<file path="src/rtl/tqvp_prism_cfg_seq.sv">
// tqvp_prism_cfg_seq: queues host config words and replays them as PRISM debug writes under reset
module tqvp_prism_cfg_seq #(
    parameter int DEPTH  = 4,
    parameter int ADDR_W = 6,
    parameter int DATA_W = 32,
    parameter int SETTLE = 3
) (
    input  logic                     clk,
    input  logic                     rst_n,
    input  logic                     cmd_valid,
    output logic                     cmd_ready,
    input  logic [ADDR_W-1:0]        cmd_addr,
    input  logic [DATA_W-1:0]        cmd_data,
    input  logic                     go,
    input  logic                     abort,
    output logic                     busy,
    output logic                     done,
    output logic [$clog2(DEPTH):0]   level,
    output logic                     prism_reset,
    output logic                     prism_enable,
    output logic                     dbg_wr,
    output logic [ADDR_W-1:0]        dbg_addr,
    output logic [DATA_W-1:0]        dbg_wdata
);
    localparam int AW = $clog2(DEPTH);
    localparam int PW = AW + 1;
    localparam int CW = $clog2(SETTLE + 1);

    typedef enum logic [1:0] {IDLE, HOLD, LOAD, RELEASE} state_t;

    state_t                     state, state_nx;
    logic [PW-1:0]              wr_ptr, rd_ptr, level_nx;
    logic [CW-1:0]              cnt;
    logic [ADDR_W+DATA_W-1:0]   mem [DEPTH];
    logic                       push, pop;

    assign push = cmd_valid & cmd_ready & ~abort;

    // next-state and pop decision; abort overrides everything
    always_comb begin
        state_nx = state;
        pop      = 1'b0;
        case (state)
            IDLE:    state_nx = go ? HOLD : IDLE;
            HOLD:    if (cnt == CW'(SETTLE - 1)) state_nx = (level == '0) ? RELEASE : LOAD;
            LOAD: begin
                pop = 1'b1;
                if (level == PW'(1)) state_nx = RELEASE;
            end
            default: state_nx = IDLE;
        endcase
        if (abort) begin
            state_nx = IDLE;
            pop      = 1'b0;
        end
        level_nx = abort ? '0 : level + PW'(push) - PW'(pop);
    end

    // FIFO storage; contents need no reset since the pointers define validity
    always_ff @(posedge clk) begin
        if (push) mem[wr_ptr[AW-1:0]] <= {cmd_addr, cmd_data};
    end

    // control registers, pointers and registered outputs
    always_ff @(posedge clk or negedge rst_n) begin
        if (!rst_n) begin
            state        <= IDLE;
            wr_ptr       <= '0;
            rd_ptr       <= '0;
            cnt          <= '0;
            level        <= '0;
            cmd_ready    <= 1'b1;
            busy         <= 1'b0;
            done         <= 1'b0;
            dbg_wr       <= 1'b0;
            dbg_addr     <= '0;
            dbg_wdata    <= '0;
            prism_reset  <= 1'b1;
            prism_enable <= 1'b0;
        end else begin
            state     <= state_nx;
            level     <= level_nx;
            busy      <= state_nx != IDLE;
            cmd_ready <= (state_nx == IDLE) && (level_nx < PW'(DEPTH));
            cnt       <= (state == HOLD) ? cnt + CW'(1) : '0;
            wr_ptr    <= abort ? '0 : wr_ptr + PW'(push);
            rd_ptr    <= abort ? '0 : rd_ptr + PW'(pop);
            dbg_wr    <= pop;
            done      <= (state == RELEASE) && !abort;
            if (pop) {dbg_addr, dbg_wdata} <= mem[rd_ptr[AW-1:0]];
            if (abort || (state == IDLE && go)) begin
                prism_reset  <= 1'b1;
                prism_enable <= 1'b0;
            end else if (state == RELEASE) begin
                prism_reset  <= 1'b0;
                prism_enable <= 1'b1;
            end
        end
    end
endmodule

</file>
<file path="config.mk">
export PLATFORM = sky130hd
export DESIGN_NAME = tqvp_prism_cfg_seq
export DESIGN_NICKNAME = d
export VERILOG_FILES = /design/src/rtl/tqvp_prism_cfg_seq.sv
export SDC_FILE = /design/constraint.sdc
export NUM_CORES = 1
export LEC_CHECK = 0
export BUFFER_PORTS_ARGS = -buffer_cell sky130_fd_sc_hd__buf_2
export CORE_MARGIN = 1.5
export CORE_UTILIZATION = 65
export CTS_BUF_LIST = sky130_fd_sc_hd__clkbuf_2
export CTS_CLUSTER_DIAMETER = 200
export DETAILED_ROUTE_END_ITERATION = 10
export GPL_ROUTABILITY_DRIVEN = 0
export HOLD_SLACK_MARGIN = 0.12
export PLACE_DENSITY = 0.89
export SLEW_MARGIN = 20
export SYNTH_ARGS = -nofsm -noshare
export SYNTH_HDL_FRONTEND = slang
export SYNTH_SLANG_ARGS = --single-unit
</file>
<file path="constraint.sdc">
create_clock -name clk -period 10.6 [get_ports clk]
set_clock_uncertainty 0.1 [all_clocks]
set_input_delay 1.59 -clock clk [delete_from_list [all_inputs] [get_ports clk]]
set_output_delay 1.59 -clock clk [all_outputs]
set_load 0.005 [all_outputs]
</file>
==> flow_summary_export.csv <==
group,metric,value,unit
synthesis,avgSynthCellArea,17.8,sq um
global_routing,grt_pass1_wl,22400,um
critical_path,crit_buf_inv,1,
power_and_ir_drop,p_leak,3.31,nW
floorplan,core,0.0116,sq mm
timing,tightest_slew,1.10,ns
critical_path,required,11.14,ns
timing,hold_viol_final,0,
critical_path,crit_top_cell,"nor2_1",
timing,post-route-min-period,3.25,ns
power_and_ir_drop,power_density,194,mW/mm^2
synthesis,synth_seq_cells,207,
cts,htree_levels,2,
global_routing,grt_usage,0.234,
floorplan,start_util,0.678,
critical_path,end_kind,"register",
timing,tns,0,ns
critical_path,slowest_stage,"or3b_2",
cts,cts_setup_buffers,0,
status,status,"finished clean",
critical_path,path_cells,"buf_2 > or3b_2 > a21oi_1 > fa_1 > xnor3_1 > nor2_1 > nor2_1",
route,totalWireLength,14400,um
finish,layout_common_cells,"152 x edfxtp_1, 89 x buf_2, 76 x mux2i_1",
placed_design,preCtsSetupSlack,6.62,ns
power_and_ir_drop,ir_drop,136,uV
critical_path,cp.arrival,3.78,ns
route,firstDrtPassIters,5,
critical_path,crit_type,"input port to register",
timing,maxSlewViolCount,0,
min_path,min-delay-start,"cnt[0]",
timing,finalCritPeriodShare,0.306,
min_path,holdPathEnd,"cnt[0]",
finish,fill_cells,662,
cts,clk_pin_slew,0.11,ns
cts,postCtsHoldBufs,0,
cts,clock_path_buffers,3,
critical_path,worstReg2RegStart,"state[1]",
synthesis,yosys_warnings,0,
finish,final_common_cell,"edfxtp_1",
floorplan,dieArea,0.0127,sq mm
global_routing,antenna_found_initial,2,
global_routing,first_global_vias,4579,
cts,cts_buffers,47,
synthesis,postSynthCellCount,441,
floorplan,die_h,113,um
route,drt-wirelength-per-cell,19.4,um
critical_path,start_kind,"input port",
run,cap_violations,0,
route,ant_nets,0,
finish,finalInstanceArea,0.00886,sq mm
critical_path,r2r_end,"cmd_ready",
timing,setup_ws,7.35,ns
critical_path,critPathMaxFanout,41,
cts,cts_tree,"done",
finish,area.growth.synth_to_final,13.0,%
finish,nets,609,
cts,cts_resized,0,
timing,rsz0062_at_grt,"false",
synthesis,seq_area_frac_synth,0.758,
critical_path,crit_family,"simple AND/OR/NAND/NOR gates",
cts,insertion_delay,0.73,ns
placed_design,postPlaceCellArea,0.00839,sq mm
route,drc,0,
floorplan,fp-row-count,39,
synthesis,netlist_area,0.00784,sq mm
timing,max_freq,308,MHz
min_path,worstHoldPathCells,1,
placed_design,place.port_buffers,89,
cts,numClockSinks,207,
critical_path,rrSetupSlack,8.05,ns
timing,setup_viol,0,
global_routing,grt_max_degree,65,
global_routing,grt.overflow.total,0,
floorplan,die_w,113,um
critical_path,slowest_delay,0.87,ns
route,vias,4324,
floorplan,io_pins,90,
route,drt_iter0_markers,288,
placed_design,dp_hpwl,8170,um
synthesis,synth.distinct_cells,35,
critical_path,rr_worst_depth,6,
cts,cts-root-buf,"clkbuf_2",
min_path,min_path_type,"register to register",
route,via_per_inst,5.83,
power_and_ir_drop,p_total,1.72,mW
finish,drive_gt1_frac,0.334,
timing,max_slew_margin,0.264,
synthesis,mappedNetlistNets,489,
worst reg2reg max path: cells and delay by family, from the launching register on:
family / cells / cell delay [ns]
fa+ha+maj: 1 / 0.23
flops: 1 / 0.53
compound gates: 1 / 0.35
simple gates: 3 / 1.08
xor+xnor: 1 / 0.21
metrics by stage:
stage / instances / util / hold WS (ns)
finish: 742 / 0.766 / 0.346
global route: 742 / 0.766 / 0.367
CTS: 741 / 0.766 / 0.350
detailed placement: 655 / 0.726 / 0.337
global placement: 655 / 0.726 / 0.311
floorplan: 441 / - / 0.303
final cells by class:
type,instances,area [sq um],share of cell area
diodes,1,2.50,0.000282
clock buffers,69,345,0.0390
clock inverters,17,120,0.0136
inverters,5,18.8,0.00212
multi-input cells,203,1740,0.197
flip-flops and latches,207,5950,0.671
well taps,143,179,0.0202
repair buffers,97,505,0.0571
Yosys cell counts (all sizes together):
| cell | count | share of area |
|---|---|---|
| or3b | 2 | 0.0026 |
| inv | 5 | 0.0024 |
| a31oi | 1 | 0.00080 |
| edfxtp | 152 | 0.58 |
| dfrtp | 53 | 0.17 |
| clkbuf | 8 | 0.0038 |
| o31ai | 1 | 0.00096 |
| nand2 | 40 | 0.019 |
| o221ai | 38 | 0.058 |
| or3 | 2 | 0.0016 |
| nand3 | 1 | 0.00064 |
| a21oi | 4 | 0.0026 |
| mux2i | 76 | 0.097 |
| fa | 1 | 0.0026 |
| nor2b | 4 | 0.0032 |
| and3 | 1 | 0.00080 |
| o31a | 1 | 0.0011 |
| dfstp | 2 | 0.0067 |
| nor4b | 2 | 0.0022 |
| o21ai | 1 | 0.00064 |
| nor3b | 1 | 0.00096 |
| nand2b | 3 | 0.0034 |
| buf | 18 | 0.016 |
| nor4 | 1 | 0.00080 |
| xnor3 | 1 | 0.0029 |
| ha | 4 | 0.0064 |
| nor2 | 13 | 0.0062 |
| xnor2 | 3 | 0.0034 |
| nor3 | 2 | 0.0013 |
report_power, final:
group	internal, mW	switching [mW]	total, mW
clock network	0.223	0.292	0.515
registers	0.949	0.0503	0.999
logic	0.104	0.102	0.206
total	1.28	0.444	1.72
how the worst max path moves through the flow:
| stage | endpoint | slack (ns) | from | cells after the start |
|---|---|---|---|---|
| finish | cmd_ready | 7.35 | abort | 7 |
| global route | cmd_ready | 7.23 | abort | 7 |
| CTS | cmd_ready | 7.39 | abort | 7 |
| detailed placement | cmd_ready | 6.62 | abort | 7 |
| global placement | cmd_ready | 6.70 | abort | 7 |
| floorplan | mem[1][0] | 4.13 | abort | 2 |
registers in the layout, summed over array words and instances (netlist names), 2 cells and up:
register / count
dbg_addr: 6
mem: 152
cnt: 2
rd_ptr: 2
level: 3
wr_ptr: 2
dbg_wdata: 32
state: 2
logic make-up after synthesis:
family / Yosys count / share of synthesized area
AO/OA/AOI/OAI: 46 / 0.0645
XOR/XNOR: 4 / 0.00623
adder cells (fa/ha/maj): 5 / 0.00894
buffers and inverters: 31 / 0.0222
flip-flops: 207 / 0.758
multiplexers: 76 / 0.0971
AND/OR/NAND/NOR: 72 / 0.0428
metal layers:
| metal | up-vias | global-route usage | wire [um] |
|---|---|---|---|
| li1 | 1972 | - | - |
| met1 | 2161 | 0.287 | 5740 |
| met2 | 160 | 0.400 | 7340 |
| met3 | 31 | 0.0600 | 966 |
| met4 | 0 | 0.0970 | 343 |
| met5 | - | 0 | 0 |
No activity file was read; power rests on OpenSTA's default activity.
